### src/rtl/fountain_pkg.sv
// Shared state encoding for the fountain button conditioner and its bench monitors.
package fountain_pkg;

  localparam logic [2:0] ST_IDLE     = 3'd0;
  localparam logic [2:0] ST_QUAL_ON  = 3'd1;
  localparam logic [2:0] ST_PRESSED  = 3'd2;
  localparam logic [2:0] ST_QUAL_OFF = 3'd3;
  localparam logic [2:0] ST_LOCKOUT  = 3'd4;

  typedef enum logic [2:0] {
    IDLE     = ST_IDLE,
    QUAL_ON  = ST_QUAL_ON,
    PRESSED  = ST_PRESSED,
    QUAL_OFF = ST_QUAL_OFF,
    LOCKOUT  = ST_LOCKOUT
  } btn_state_t;

endpackage

### src/rtl/sync_2ff.sv
// Two-flop synchroniser for an asynchronous single-bit input, cleared by sync reset.
module sync_2ff (
  input  logic clk,
  input  logic reset,
  input  logic din,
  output logic dout
);

  logic s1;
  logic s2;

  // Capture the asynchronous pin, then re-register to let metastability settle.
  always_ff @(posedge clk) begin
    if (reset) begin
      s1 <= 1'b0;
      s2 <= 1'b0;
    end else begin
      s1 <= din;
      s2 <= s1;
    end
  end

  assign dout = s2;

endmodule

### src/rtl/fountain_button_conditioner.sv
// Conditions the raw fountain push-button: synchronise, debounce press and
// release, and trip a stuck-button lockout after an over-long press.
module fountain_button_conditioner
  import fountain_pkg::*;
#(
  parameter int DEBOUNCE_CYCLES  = 4,
  parameter int MAX_PRESS_CYCLES = 1000,
  parameter int CNT_W            = 16
) (
  input  logic clk,
  input  logic reset,
  input  logic button_raw,
  output logic button_clean,
  output logic press_event,
  output logic press_stuck
);

  localparam logic [CNT_W-1:0] DB_LAST    = CNT_W'(DEBOUNCE_CYCLES - 1);
  localparam logic [CNT_W-1:0] PRESS_LAST = CNT_W'(MAX_PRESS_CYCLES - 1);
  localparam logic [CNT_W-1:0] CNT_MAX    = {CNT_W{1'b1}};
  localparam bit               GUARD_EN   = (MAX_PRESS_CYCLES != 0);

  // Counters hold at full scale rather than wrapping back to zero.
  function automatic logic [CNT_W-1:0] sat_inc(input logic [CNT_W-1:0] x);
    return (x == CNT_MAX) ? x : x + 1'b1;
  endfunction

  logic             btn_s;
  btn_state_t       state, state_nx;
  logic [CNT_W-1:0] db_cnt, db_cnt_nx;
  logic [CNT_W-1:0] press_cnt, press_cnt_nx;
  logic             event_nx;
  logic             guard_hit;

  sync_2ff u_sync (
    .clk   (clk),
    .reset (reset),
    .din   (button_raw),
    .dout  (btn_s)
  );

  // Register FSM state, counters and the outputs decoded from the next state.
  always_ff @(posedge clk) begin
    if (reset) begin
      state        <= IDLE;
      db_cnt       <= '0;
      press_cnt    <= '0;
      button_clean <= 1'b0;
      press_event  <= 1'b0;
      press_stuck  <= 1'b0;
    end else begin
      state        <= state_nx;
      db_cnt       <= db_cnt_nx;
      press_cnt    <= press_cnt_nx;
      button_clean <= (state_nx == PRESSED) || (state_nx == QUAL_OFF);
      press_event  <= event_nx;
      press_stuck  <= (state_nx == LOCKOUT);
    end
  end

  // Next-state and counter logic; the stuck guard outranks release and bounce-back.
  always_comb begin
    state_nx     = state;
    db_cnt_nx    = db_cnt;
    press_cnt_nx = press_cnt;
    event_nx     = 1'b0;
    guard_hit    = GUARD_EN && (press_cnt == PRESS_LAST);

    case (state)
      IDLE: begin
        if (btn_s) begin
          state_nx  = QUAL_ON;
          db_cnt_nx = '0;
        end
      end

      QUAL_ON: begin
        if (!btn_s) begin
          state_nx = IDLE;
        end else if (db_cnt == DB_LAST) begin
          state_nx     = PRESSED;
          press_cnt_nx = '0;
          event_nx     = 1'b1;
        end else begin
          db_cnt_nx = sat_inc(db_cnt);
        end
      end

      PRESSED: begin
        if (guard_hit) begin
          state_nx  = LOCKOUT;
          db_cnt_nx = '0;
        end else begin
          press_cnt_nx = sat_inc(press_cnt);
          if (!btn_s) begin
            state_nx  = QUAL_OFF;
            db_cnt_nx = '0;
          end
        end
      end

      QUAL_OFF: begin
        if (guard_hit) begin
          state_nx  = LOCKOUT;
          db_cnt_nx = '0;
        end else begin
          press_cnt_nx = sat_inc(press_cnt);
          if (btn_s) begin
            state_nx = PRESSED;
          end else if (db_cnt == DB_LAST) begin
            state_nx = IDLE;
          end else begin
            db_cnt_nx = sat_inc(db_cnt);
          end
        end
      end

      LOCKOUT: begin
        if (btn_s) begin
          db_cnt_nx = '0;
        end else if (db_cnt == DB_LAST) begin
          state_nx = IDLE;
        end else begin
          db_cnt_nx = sat_inc(db_cnt);
        end
      end

      default: begin
        state_nx  = IDLE;
        db_cnt_nx = '0;
      end
    endcase
  end

endmodule

### config.mk
export PLATFORM = sky130hd
export DESIGN_NAME = fountain_button_conditioner
export DESIGN_NICKNAME = d
export VERILOG_FILES = /design/src/rtl/fountain_pkg.sv /design/src/rtl/sync_2ff.sv /design/src/rtl/fountain_button_conditioner.sv
export SDC_FILE = /design/constraint.sdc
export NUM_CORES = 1
export LEC_CHECK = 0
export ABC_AREA = 1
export CAP_MARGIN = 10
export CORE_ASPECT_RATIO = 0.75
export CORE_MARGIN = 5
export CORE_UTILIZATION = 35
export CTS_BUF_LIST = sky130_fd_sc_hd__clkbuf_4
export CTS_CLUSTER_SIZE = 25
export DETAILED_ROUTE_END_ITERATION = 10
export PLACE_DENSITY_LB_ADDON = 0.25
export SLEW_MARGIN = 0
export SYNTH_ARGS = -nofsm -noshare
export SYNTH_HDL_FRONTEND = slang
export SYNTH_SLANG_ARGS = --single-unit
### constraint.sdc
create_clock -name clk -period 4.55 [get_ports clk]
set_clock_uncertainty 0.05 [all_clocks]
set_input_delay 1.365 -clock clk [delete_from_list [all_inputs] [get_ports clk]]
set_output_delay 1.365 -clock clk [all_outputs]
set_load 0.005 [all_outputs]
== Word-level counts from Yosys, hierarchy flattened ==
Index checks and enable logic that the tools add are counted.

* Bits in registers: 40
* Bits of input ports: 3

* $add $sub $neg: 2
* Equal/unequal tests: 18
* Multiplexer cells: 26
* Bitwise logic cells: 2
* Reduce and logical (&&, ||, !) cells: 7

{| class="wikitable"
|+ Operators with widths
! cell !! number
|-
| $mux 16 || 13
|-
| $pmux 16 s5 || 1
|-
| $add 16x1->16 const B || 2
|-
| $eq 16x16->1 const B || 2
|-
| $pmux 16 s2 || 1
|-
| $mux 3 || 9
|-
| $eq 16x10->1 const B || 1
|-
| $eq 16x2->1 const B || 1
|-
| $pmux 3 s5 || 1
|-
| $eq 3x2->1 const B || 4
|-
| $eq 3x3->1 const B || 2
|-
| $ne 2x2->1 const B || 3
|-
| $ne 3x3->1 const B || 2
|-
| $reduce_and 5->1 || 1
|-
| $ne 2x1->1 const B || 2
|-
| $reduce_and 4->1 || 1
|-
| $eq 3x1->1 const B || 1
|-
| $logic_not 3->1 || 1
|-
| $reduce_or 3->1 || 1
|-
| $not 1->1 || 2
|-
| $reduce_bool 2->1 || 1
|-
| $reduce_or 2->1 || 1
|-
| $logic_or 1x1->1 || 1
|-
| $mux 1 || 1
|}

== Longest topological paths before layout ==
Gate-level depths: netlist of run 1.

* Word-level depth: 7
* Depth in mapped cells: 14
* Gate-level depth less buffers: 14

== Hierarchy ==
From an unflattened synthesis of run 1, not the netlist that was laid out.

* Cell total of the unflattened synthesis: 409
* Area, all modules: 2,534.9 um^2

{| class="wikitable"
|+ By module, submodules not included
! module !! times used !! cells each !! area each (um^2)
|-
| fountain_button_conditioner || 1 || 403 || 2,479.9
|-
| sync_2ff || 1 || 6 || 55.1
|}

== Worst setup path before layout of run 1 ==
OpenSTA, ideal clock, no wires.

* Path type: in2reg
* Start: input port reset
* End: register db_cnt[10]
* Setup time: 62 ps
* Arrival time: 1,949 ps
* Data required time: 4,438 ps
* Setup slack: 2,489 ps
* Stages on the path: 6
* Path buffers: 1
* Cells stage by stage: inv_1 > nand3_1 > nand2_1 > buf_4 > nand2_1 > nor2_2

{| class="wikitable"
|+ RTL lines
! item !! RTL line !! source
|-
| start, declared || fountain_button_conditioner.sv:11 || <nowiki>input logic reset,</nowiki>
|-
| end signal, assigned || fountain_button_conditioner.sv:53 || <nowiki>db_cnt <= db_cnt_nx;</nowiki>
|-
| end, declared || fountain_button_conditioner.sv:30 || <nowiki>logic [CNT_W-1:0] db_cnt, db_cnt_nx;</nowiki>
|}

==> results of run 1 <==
## per-stage QoR
stage                     worst slack, ns  util [%]
after floorplan                      2.49         -
after global placement               1.35      37.2
after detailed placement             1.34      37.2
after CTS                            1.74      38.3
after global routing                 1.55      38.3
final                                1.73      38.3
## worst max path at each step
stage / from / endpoint / slack, ns / cells after the start
floorplan: reset / db_cnt[10] / 2.49 / 6
global placement: reset / db_cnt[7] / 1.35 / 9
detailed placement: reset / db_cnt[5] / 1.34 / 9
CTS: reset / db_cnt[5] / 1.74 / 9
global route: reset / db_cnt[7] / 1.55 / 9
finish: reset / db_cnt[5] / 1.73 / 9
## cell usage in the layout, fill, tap and decap left out, drive strengths merged
| cell | instances |
|---|---|
| a21oi | 22 |
| a31oi | 3 |
| and2 | 1 |
| buf | 1 |
| bufinv | 1 |
| clkbuf | 5 |
| clkdlybuf4s50 | 5 |
| clkinv | 2 |
| clkinvlp | 1 |
| dfxtp | 40 |
| ha | 2 |
| inv | 55 |
| nand2 | 126 |
| nand3 | 36 |
| nand3b | 1 |
| nand4 | 18 |
| nor2 | 79 |
| nor3 | 8 |
| o21a | 1 |
| o21ai | 8 |
| o21bai | 2 |
| or2 | 1 |
| xor2 | 7 |
## flip-flops by register name (all words and copies together), names as in the netlist
name,flops
press_cnt,16
state,3
u_sync.s1,1
u_sync.dout,1
button_clean,1
press_event,1
db_cnt,16
press_stuck,1
## layer usage
layer | global-route usage [%] | wire length, um | vias to the layer above
li1 | - | - | 1339
met1 | 23.1 | 3440 | 1118
met2 | 18.2 | 2360 | 71
met3 | 2.38 | 342 | 8
met4 | 4.42 | 91 | 0
met5 | 0 | 0 | -
## Yosys cell counts
master	count	area (um2)
and2_4	1	8.76
nor2_1	69	259
a21oi_1	22	110
nor3_1	8	40.0
clkinv_1	1	3.75
clkbuf_1	3	11.3
inv_2	7	26.3
a31oi_1	3	18.8
nor2_2	6	37.5
or2_2	1	6.26
nand2_1	115	432
dfxtp_1	40	801
nand3b_1	1	7.51
buf_4	3	22.5
inv_1	48	180
nand3_2	3	30.0
nor2_4	4	45.0
buf_6	3	33.8
nand4_1	18	113
xor2_1	7	61.3
nand2_2	7	43.8
nand3_1	33	165
o21a_1	1	7.51
nand2_8	1	20.0
o21bai_1	2	15.0
nand2_4	3	33.8
o21ai_0	8	40.0
ha_1	2	25.0
## logic make-up (layout without fill, tap and decap cells)
kind of cell / after synthesis / count (layout)
buffers and inverters: 65 / 70
xor gates and xnor gates: 7 / 7
DFF: 40 / 40
and+or+nand+nor: 270 / 270
AOI/OAI and AO/OA: 36 / 36
adders and majority gates: 2 / 2
## cell type report
class                   instances  area [um2]
flip-flops and latches         40         801
clock buffers                   5        37.5
multi-input cells             315        1520
well taps                     101         126
clock inverters                 3        42.5
inverters                      56         210
repair buffers                  6        57.6
fillers                       804        4500
## power breakdown
group	total [mW]	switching, mW	internal (mW)
sequential	0.354	0.00197	0.352
clock	0.247	0.132	0.115
combinational	0.0264	0.0182	0.00821
## worst min-delay path: stages, from the launching register on
cell	delay, ns
dfxtp_1	0.32
inv_1	0.04
nor2_1	0.03
==> run summary, run 1 <==
Leak pwr: 1.11 nW
Setup TNS: 0 ns
R2R Path End: press_cnt[1]
Slowest Stage Delay on Critical Path: 0.45 ns
HP Start: u_sync.s1
Setup CP Type: in2reg
Area of placed instances: 0.00271 mm2
Wire per inst: 11.9 um
Compound-Gate Fraction of Synth Area: 7.37%
Xor and xnor area share after synthesis: 2.36%
Vias in the first global route: 2203
Mapped Area: 0.00260 mm2
Worst-Margin Slew: 0.988 ns
Hold Crit Depth: 2
Vias post-DR: 2536
Mux share of post-synthesis cell area: 0%
CTS tree: done
Reg2Reg Setup Slack: 1.86 ns
Share of cells above drive strength 1: 9.88%
Hold endpoint: u_sync.dout
Initial Util: 35.6%
Synth warn: 0
DRC: 0
Non-Filler Instances: 526
Global-route wire length before repair: 10.5 mm
Total power: 627 uW
Post-synthesis sequential area ratio: 30.8%
DR vias/cell: 4.82
Nature of the critical path startpoint: input pin
CP top delay family: buffers and inverters
Hold WC Path Type: reg2reg
Setup violators final: 0
R2R cell count: 9
Latest clock arrival within the worst-skew pair: 0.37 ns
Post-synth net total: 425
Post-cts sizing count: 0
Post-CTS Setup Bufs: 0
Post-DRT Antenna Nets: 0
Top-Level Pins: 6
Clock slew at reported path FFs: 0.14 ns
Synth unique cells: 28
Largest net degree at the start of global routing: 28
Reg2reg start: state[2]
Simple-gate portion of the synthesized area: 47.8%
# hold bufs at CTS: 0
Unrepaired setup endpoints after global routing: no
Power density over cell area: 225 mW/mm2
GPL Wtd Cong: 0.834
Die height: 84.6 um
Mapped Avg Cell Area: 6.18 um2
Layout Nets: 429
Site Rows: 27
CP arrival: 3.06 ns
CP Capture Type: flop
CP max stage cell: clkdlybuf4s50_1
Final Slew Violations: 0
Largest family of logic cells by synthesized area: simple AND/OR/NAND/NOR gates
Hold slack: 0.345 ns
Number of synthesized register bits: 40
Initial antenna violation count: 0
WP data required: 4.78 ns
Final hold vios: 0
H-tree lvl count: 2
Drt pass-1 iters: 5
Cell repeated most along the worst path: nand2_1
Die area: 0.00926 mm2
Inst Count DP: 518
Clk sinks: 40
Area Overhead vs Synth: 7.56%
Die Wd: 109 um
Fmax: 354 MHz
Input/output buffers: 5
CP Max Fanout: 23
CORE AREA: 0.00730 mm2
Peak supply drop: 0.104 mV
HPWL Detailed: 4.58 mm
Synth Instances: 420
Slew headroom: 34.1%
Final instance area: 0.00279 mm2
Num CTS Buffers: 5
Max-Cap Viols: 0
GRT Total Usage: 14.2%
Routed WL: 6.23 mm
Cell Chain, Critical Path: clkdlybuf4s50_1, buf_4, inv_1, nand2_1, nand2_1, nand2_1, nand2_1, nand2_1, inv_1
Gr ovfl total: 0
DR iter-0 viols: 199
Worst-case clock buffer depth: 2
CTS root buffer: clkbuf_4
Adder-Cell Fraction of Synth Area: 0.963%
Status: complete, no violations
Tmin final: 2.82 ns
Bufs and invs on worst path: 4
Ant diodes: 0
Final period util: 62.1%
Note: power is estimated with default switching activity, not from simulation.
==> run 2: changes to the inputs <==
clock period = 2.69 ns   (was 4.55 ns; I/O delays follow)
==> run 2 against run 1 <==
Net effect: wire length grew 2.2%; critical path depth rose by 4; sequential power grew 69%; combinational power up 77%; non-clock buffer count rose by 4; cell count up 0.57%; worst hold slack better by 0.026 ns; sequential share of layout area is 0.48 points lower; total power rose by 80%; global-route usage rose by 1.0 points; count of clock-buffer cells in the layout unchanged; register-to-register slack worse by 1.3 ns.
==> run summary, run 2 (synthesized netlist as in run 1, its figures left out) <==
Status: complete, no violations
Switch share: 20.8%
DR vias/cell: 4.87
Global-route wire length before repair: 11.4 mm
Setup violators final: 0
Hold WC Path Type: reg2reg
Setup WS post-layout: 0.541 ns
FF/Latch Area: 801 um2
Leak pwr: 1.14 nW
Combinational power share: 4.1%
WP data required: 2.91 ns
Cell Chain, Critical Path: ha_1, nand2_2, inv_2, nand2_2, nor2_4, nand2_2, nand2_1, nand2_1, nand2_1, nand2_1, buf_4, nand2_1, nor2_2
Post-DRT Antenna Nets: 0
CP Capture Type: flop
Net Switching: 235 uW
Wire per inst: 12.0 um
Sequential power share: 53.0%
Post-cts sizing count: 0
Gr ovfl total: 0
Worst-case clock buffer depth: 2
Final hold vios: 0
Area of the multi-input gates: 0.00152 mm2
Top-Level Pins: 6
Most frequent cells in the layout: nand2_1, nor2_1, inv_1, dfxtp_1, nand3_1
DR iter-0 viols: 191
Unrepaired setup endpoints after global routing: no
Latest clock arrival within the worst-skew pair: 0.35 ns
CORE AREA: 0.00730 mm2
H-tree lvl count: 2
# fillers: 812
Max-Cap Viols: 0
Final period util: 79.9%
Routed WL: 6.37 mm
Input/output buffers: 5
Setup CP Type: reg2reg
CTS tree: done
Die height: 84.6 um
Area Overhead vs Synth: 9.39%
CP Max Fanout: 9
Biggest regs: db_cnt (16), press_cnt (16), state (3)
Initial antenna violation count: 0
Post-CTS Setup Bufs: 0
Util after Layout: 38.9%
CP top delay family: simple AND/OR/NAND/NOR gates
GRT Total Usage: 15.2%
Initial Util: 35.6%
Nature of the critical path startpoint: flop
Worst-Margin Slew: 0.423 ns
GPL Wtd Cong: 0.912
P_int: 896 uW
HPWL Detailed: 4.93 mm
Pre-CTS setup slack: 0.438 ns
CP arrival: 2.37 ns
Die area: 0.00926 mm2
CTS root buffer: clkbuf_4
Clock Power Share: 42.9%
Slew headroom: 71.7%
Tmin final: 2.15 ns
Clock slew at reported path FFs: 0.13 ns
Bufs and invs on worst path: 2
Clk sinks: 40
Largest net degree at the start of global routing: 28
Setup TNS: 0 ns
Final Slew Violations: 0
Share of cells above drive strength 1: 10.5%
Total power: 1.13 mW
Cell repeated most along the worst path: nand2_1
Peak supply drop: 0.268 mV
Power density over cell area: 398 mW/mm2
DRC: 0
Layout Nets: 433
Die Wd: 109 um
Commonest non-fill, non-tap cell in the layout: nand2_1
# hold bufs at CTS: 0
Ant diodes: 0
Fmax: 465 MHz
Site Rows: 27
Num CTS Buffers: 5
Vias post-DR: 2576
Drt pass-1 iters: 5
Vias in the first global route: 2372
Slowest Stage Delay on Critical Path: 0.48 ns
CP max stage cell: dfxtp_1
Hold slack: 0.371 ns
[run 2: cell types whose count changed in the layout (fill, tap and decap cells not counted)]
cell,previous run,this run
buf_4,1,5
bufinv_16,1,2
clkinv_2,1,0
clkinvlp_4,1,0
[run 2: tightest hold or removal path, cell delays in order (launching register included)]
cell and delay (ns):
dfxtp_1 0.32, inv_1 0.04, nor2_1 0.03
[run 2: routing by layer]
layer	up-vias	part of all wire, %	GRT usage, %
met5	-	0	0
met2	60	38	20.5
met4	0	0.88	3.74
met1	1162	56	24.2
met3	4	5.4	2.77
li1	1350	-	-
[run 2: area by class of cell]
type | instances | share of cell area, %
sequential | 40 | 28.2
clock buffer | 5 | 1.32
tap | 101 | 4.45
inverter | 56 | 7.40
clock inverter | 2 | 2.11
timing repair buffer | 10 | 3.08
multi-input combinational | 315 | 53.5
[run 2: final timing paths]
| check | end | start | slack (ns) | cells after the start |
|---|---|---|---|---|
| worst max-delay path | db_cnt[10] | press_cnt[0] | 0.54 | 13 |
| worst min-delay path | u_sync.dout | u_sync.s1 | 0.37 | 2 |
| worst max register to register | db_cnt[10] | press_cnt[0] | 0.54 | 13 |
| worst min register to register | u_sync.dout | u_sync.s1 | 0.37 | 2 |
[run 2: power groups by stage]
stage	Sequential, mW	Combinational [mW]	Clock (mW)
2_1_floorplan	0.612	0.0361	0
3_3_place_gp	0.612	0.0466	0
3_5_place_dp	0.612	0.0467	0
4_1_cts	0.599	0.0470	0.505
5_1_grt	0.600	0.0530	0.535
6_report	0.599	0.0468	0.485
[run 2: per-stage QoR]
stage,instances,instance area (um2)
2_1_floorplan,420,2600
3_3_place_gp,522,2740
3_5_place_dp,522,2740
4_1_cts,529,2840
5_1_grt,529,2840
6_report,529,2840
